$ cat config.mk
export PLATFORM = sky130hd
export DESIGN_NAME = inv_mix_columns_sched
export DESIGN_NICKNAME = d
export VERILOG_FILES = /design/src/rtl/aes_dec_pkg.sv /design/src/rtl/inv_mix_column.sv /design/src/rtl/inv_mix_columns_sched.sv
export SDC_FILE = /design/constraint.sdc
export NUM_CORES = 1
export LEC_CHECK = 0
export CAP_MARGIN = 20
export CORE_ASPECT_RATIO = 2
export CORE_MARGIN = 2
export CORE_UTILIZATION = 52
export DETAILED_ROUTE_END_ITERATION = 8
export GPL_TIMING_DRIVEN = 0
export PLACE_DENSITY = 0.81
export SLEW_MARGIN = 40
export SYNTH_ARGS = -nofsm -noshare
export SYNTH_HDL_FRONTEND = slang
export SYNTH_SLANG_ARGS = --single-unit
$ cat constraint.sdc
create_clock -name clk -period 3.25 [get_ports clk]
set_input_delay 0.8125 -clock clk [delete_from_list [all_inputs] [get_ports clk]]
set_output_delay 0.8125 -clock clk [all_outputs]
set_load 0.03 [all_outputs]
$ cat src/rtl/aes_dec_pkg.sv
// Shared types, InvMixColumns coefficients, scheduler states and the GF(2^8)
// multiplier used by the AES decryption datapath.
package aes_dec_pkg;

   typedef logic [127:0] aes_block_t;
   typedef logic [31:0]  aes_col_t;

   localparam logic [7:0] INV_MIX_E = 8'h0e;
   localparam logic [7:0] INV_MIX_B = 8'h0b;
   localparam logic [7:0] INV_MIX_D = 8'h0d;
   localparam logic [7:0] INV_MIX_9 = 8'h09;

   typedef enum logic [1:0] {IDLE, BUSY, DONE} inv_mix_sched_state_t;

   // Shift-and-add multiply over GF(2^8) mod 0x11b; constant b folds to XOR trees.
   function automatic logic [7:0] gf_mul(input logic [7:0] a, input logic [7:0] b);
      logic [7:0] acc;
      logic [7:0] x;
      acc = '0;
      x   = a;
      for (int i = 0; i < 8; i++) begin
         if (b[i]) acc = acc ^ x;
         x = {x[6:0], 1'b0} ^ (x[7] ? 8'h1b : 8'h00);
      end
      return acc;
   endfunction

endpackage

$ cat src/rtl/inv_mix_column.sv
// Combinational single-column InvMixColumns; byte a0 is the column MSB.
module inv_mix_column
   import aes_dec_pkg::*;
(
   input  aes_col_t col,
   output aes_col_t mixed
);

   logic [7:0] a0, a1, a2, a3;

   assign {a0, a1, a2, a3} = col;

   assign mixed[31:24] = gf_mul(a0, INV_MIX_E) ^ gf_mul(a1, INV_MIX_B)
                       ^ gf_mul(a2, INV_MIX_D) ^ gf_mul(a3, INV_MIX_9);
   assign mixed[23:16] = gf_mul(a0, INV_MIX_9) ^ gf_mul(a1, INV_MIX_E)
                       ^ gf_mul(a2, INV_MIX_B) ^ gf_mul(a3, INV_MIX_D);
   assign mixed[15:8]  = gf_mul(a0, INV_MIX_D) ^ gf_mul(a1, INV_MIX_9)
                       ^ gf_mul(a2, INV_MIX_E) ^ gf_mul(a3, INV_MIX_B);
   assign mixed[7:0]   = gf_mul(a0, INV_MIX_B) ^ gf_mul(a1, INV_MIX_D)
                       ^ gf_mul(a2, INV_MIX_9) ^ gf_mul(a3, INV_MIX_E);

endmodule

$ cat src/rtl/inv_mix_columns_sched.sv
// Column-serial InvMixColumns scheduler: LANES columns per cycle, bypass for the final round.
// Optional stall counter output enabled by INV_MIX_COLUMNS_SCHED_STALL_CNT_EN.
module inv_mix_columns_sched
   import aes_dec_pkg::*;
#(
   parameter int LANES = 1
) (
   input  logic         clk,
   input  logic         rst_n,
   input  logic         valid_i,
   output logic         ready_o,
   input  logic [127:0] block_i,
   input  logic         bypass_i,
   output logic         valid_o,
   input  logic         ready_i,
   output logic [127:0] mixed_o
`ifdef INV_MIX_COLUMNS_SCHED_STALL_CNT_EN
   ,
   output logic [15:0]  stall_cnt_o
`endif
);

   localparam int STEPS = 4 / LANES;

   if (!(LANES == 1 || LANES == 2 || LANES == 4)) begin : g_bad_lanes
      $error("inv_mix_columns_sched: LANES must be 1, 2 or 4");
   end

   inv_mix_sched_state_t state, state_nxt;
   logic [1:0]           step;
   logic                 last_step;
   logic [3:0][31:0]     blk_q;
   logic [3:0][31:0]     mix_q;

   logic [LANES-1:0][1:0]  lane_idx;
   logic [LANES-1:0][31:0] lane_in;
   logic [LANES-1:0][31:0] lane_out;

   assign last_step = (step == 2'(STEPS - 1));

   for (genvar l = 0; l < LANES; l++) begin : g_lane
      assign lane_idx[l] = 2'(32'(step) * LANES + l);
      assign lane_in[l]  = blk_q[lane_idx[l]];
      inv_mix_column u_col (
         .col   (lane_in[l]),
         .mixed (lane_out[l])
      );
   end

   always_ff @(posedge clk) begin
      if (!rst_n) state <= IDLE;
      else        state <= state_nxt;
   end

   always_comb begin
      state_nxt = state;
      case (state)
         IDLE: if (valid_i) state_nxt = bypass_i ? DONE : BUSY;
         BUSY: if (last_step) state_nxt = DONE;
         DONE: if (ready_i) state_nxt = IDLE;
         default: state_nxt = IDLE;
      endcase
   end

   // Datapath: latch on accept, overwrite the scheduled columns each BUSY cycle.
   always_ff @(posedge clk) begin
      if (!rst_n) begin
         blk_q <= '0;
         mix_q <= '0;
         step  <= '0;
      end else begin
         case (state)
            IDLE: begin
               if (valid_i && bypass_i) mix_q <= block_i;
               if (valid_i && !bypass_i) begin
                  blk_q <= block_i;
                  step  <= '0;
               end
            end
            BUSY: begin
               for (int l = 0; l < LANES; l++) mix_q[lane_idx[l]] <= lane_out[l];
               step <= last_step ? 2'd0 : step + 2'd1;
            end
            default: ;
         endcase
      end
   end

   assign ready_o = rst_n && (state == IDLE);
   assign valid_o = (state == DONE);
   assign mixed_o = mix_q;

`ifdef INV_MIX_COLUMNS_SCHED_STALL_CNT_EN
   logic [15:0] stall_cnt;

   always_ff @(posedge clk) begin
      if (!rst_n)
         stall_cnt <= '0;
      else if (valid_o && !ready_i && stall_cnt != 16'hffff)
         stall_cnt <= stall_cnt + 16'd1;
   end

   assign stall_cnt_o = stall_cnt;
`endif

endmodule

==> metrics.md <==
| Metric | Value |
|---|---|
| Setup crit end | mixed_o[91] |
| Largest area contributor in the netlist | dfxtp_1 |
| Crit path max-delay cell type | mux4_2 |
| Top-area cell type share of the netlist area | 40.6% |
| Post-synthesis cell area | 12,800 um^2 |
| Crit-path max cell delay | about 650 ps |
| Status | finished, violations left |
| PD cells | 615 nW/um^2 |
| Ratio of cells with drive above 1 in the final layout | roughly 12% |
| # DRC | 0 |
| Ant. Diodes | 0 |
| Synth async-reset ratio | 0% |
| Switching share of power | 35.8% |
| Clock Tree Root | clkbuf_16 |
| WP data required | 3640 ps |
| RSZ-0062 raised after global routing | true |
| Post-placement setup slack | -538 ps |
| Arr. time, crit path | between 3000 and 4000 ps |
| First-pass GRT wire length | 74,300 um |
| Final Setup Violations | 4 |
| WL final | 52,300 um |
| FF-to-FF setup slack | -20 ps |
| Core area | 24,300 um^2 |
| WHS Path Cells | 2 |
| Row cnt | 81 |
| H-tree depth | 1 |
| Post-CTS Hold Buffers | 0 |
| Syn Inst Count | 1,288 |
| Yosys warning count | 0 |
| CTS tree | yes |
| I/O Buffers | 261 |
| Vias | roughly 12,000 |
| Worst VDD drop | a little over 0.4 mV |
| Clock Pin Slew Worst Setup and Hold Paths | 70 ps |
| Worst setup SP type | flop |
| CP Class | flop to flop |
| Final Instance Area | 17,400 um^2 |
| Tot GR Track Use | 39.2% |
| Die Wd | 115 um |
| Num CTS Buffers | 22 |
| Comb pwr share | 39.4% |
| Drt first pass iters | 5 |
| Synthesized netlist net count | roughly 1,400 |
| Top delay family on crit path | XOR/XNOR gates |
| Die Y-Extent | 226 um |
| Violated checks | negative setup slack |
| Worst R2R End | mixed_o[91] |
| Period utilization | 101% |
| Final HPWL DP | roughly 39,000 um |
| Switching power | 0.00383 W |
| Mean post-synth cell area | 9.96 um^2 |
| Lkg Pwr | 6.31 nW |
| Max-cap violations | 0 |
| #FFs+latches synth | 260 |
| Seq/Total Area, Yosys | 40.6% |
| Top-level I/O count | 263 |
| Worst Setup End Kind | flop |
| Worst slew pin tran | 921 ps |
| Worst R2R Start | step[0] |
| Mean routed wirelength per cell | roughly 27 um |
| Initial antenna violation count | 0 |
| Initial drt markers | 1,088 |
| Bufs and invs on worst path | 3 |
| Slew HR | 38.6% |
| Vias per cell | around 6.4 |
| Worst-path maximum fanout | 6 |
| CP Depth | 9 |
| Final-report hold violation count | 0 |
| Clock sinks | 260 |
| Clk Latency, worst-skew pair | around 540 ps |
| Most used DFF post-synth | dfxtp_1 |
| Clock power share | 27.4% |
| Final WS setup | -21.0 ps |
| Pins over their slew limit | 0 |
| Die area | 26,000 um^2 |
| Setup crit start | step[0] |
| Clock Skew | approximately 21 ps |
| Worst Reg2Reg Path Length in Cells | 9 |
| Post-DRT Antenna Nets | 0 |
| Placed cell area | 15,800 um^2 |
| Post-synth EDFFs | 0 |
| Fillcell total | 1,859 |
| Number of global-route vias before repair | ~12,000 |
| Pint | 0.00686 W |
| Area growth from synthesis to layout | 35.4% |
| Register share of total power | 33.3% |
| Max Buffers Root-to-Sink | 3 |
| Starting density of the core | a little over half |
| Min cycle time layout | 3270 ps |
| Yosys cell types | 34 |
| CP Cell Sequence | buf_12 > buf_16 > buf_16 > mux4_2 > xnor3_2 > xnor2_4 > xnor3_2 > xnor2_4 > a21oi_1 |
| Total grt overflow | 0 |
| GP Congestion | 1.07 |
| Nets | between 1,500 and 2,000 |
| Fmax | approximately 310 MHz |
| Largest net degree at the start of global routing | 17 |
| Class of the worst hold path | flop to flop |
| Area contributors post-synth | dfxtp_1, o221ai_1, nand2_1, a21boi_0, xnor2_1 |
## cells in the mapped netlist (5+ instances only)
cell type,instances
dfxtp_1,260
clkbuf_1,100
a21oi_1,128
xnor2_2,15
nand2_1,265
xnor2_1,108
o221ai_1,128
buf_2,8
mux4_2,32
xnor3_1,29
xor2_1,30
and2_1,5
buf_6,6
xor2_2,5
a21boi_0,129
## flip-flops by register name, indices dropped and copies added, names as in the netlist
signal and count:
blk_q 128, mixed_o 128, state 2, step 2
## layout by cell type, fill, tap and decap left out, types with 10 or more instances in the layout
master	instances
nand2_1	265
clkdlybuf4s50_1	261
dfxtp_1	259
a21boi_0	129
o221ai_1	128
a21oi_1	126
clkbuf_1	100
xnor2_1	76
xnor2_2	39
buf_4	32
mux4_2	32
clkbuf_16	25
xor2_1	23
xnor3_1	21
xnor2_4	12
xor2_2	10
xnor3_2	10
## tightest hold or removal path: cells and delay by family, from the launching register on
family	cells	cell delay [ps]
DFF	1	310
AOI/OAI and AO/OA	1	60
and+or+nand+nor	1	40
## per-stage QoR
stage	hold WS [ps]	TNS [ps]	std cells	utilization, %	power, W
global placement	447	-39090	1839	65.0	0.00717
detailed placement	455	-25700	1839	65.0	0.00719
CTS	463	0	1886	69.9	0.0104
floorplan	440	0	1288	-	0.00579
finish	463	-48.9	1908	71.4	0.0107
global route	482	-73.0	1908	71.4	0.0109
## worst min path at each step
stage                           from          to  slack (ps)
after floorplan            blk_q[64]   blk_q[64]         440
after global placement      blk_q[2]    blk_q[2]         450
after detailed placement   blk_q[88]   blk_q[88]         450
after CTS                  blk_q[96]   blk_q[96]         460
after global routing      blk_q[112]  blk_q[112]         480
final                      blk_q[96]   blk_q[96]         460
## power by group through the flow
stage	combinational [W]	clock (W)	sequential, W
2_1_floorplan	0.00190	0	0.00389
6_report	0.00421	0.00292	0.00355
4_1_cts	0.00394	0.00289	0.00355
5_1_grt	0.00428	0.00301	0.00357
3_3_place_gp	0.00355	0	0.00361
3_5_place_dp	0.00357	0	0.00362
## repair_timing
item,CTS,global route
pin swaps,10,11
cloned,0,2
buffers inserted,11,21
endpoints found under the setup margin,121,74
gates resized for setup,53,24
## logic make-up after synthesis
group	count (synthesis)	synth area share [%]
flip-flops	260	40.6
buffers and inverters	124	4.33
AND/OR/NAND/NOR	283	8.58
multiplexers	33	5.71
AO/OA/AOI/OAI	387	21.4
adder cells (fa/ha/maj)	4	0.390
XOR/XNOR	197	19.0
## layout make-up
cell class	instances	area, um^2	area share [%]
multi-input combinational	904	7490	43.1
sequential	260	5210	30.0
timing repair buffer	295	2930	16.9
clock buffer	30	632	3.64
buffer	121	601	3.46
tap	290	363	2.09
clock inverter	6	134	0.771
inverter	2	7.51	0.0432
## per-layer routing
layer  up-vias  global-route usage [%]  wire, um  part of all wire (%)
li1       5212                       -         -                     -
met3       256                    4.99      4060                   7.8
met1      5923                    41.9     16800                    32
met4         0                    28.8      4700                   9.0
met5         -                       0         0                     0
met2       847                    69.1     26700                    51
(Power assumes the default switching activity.)
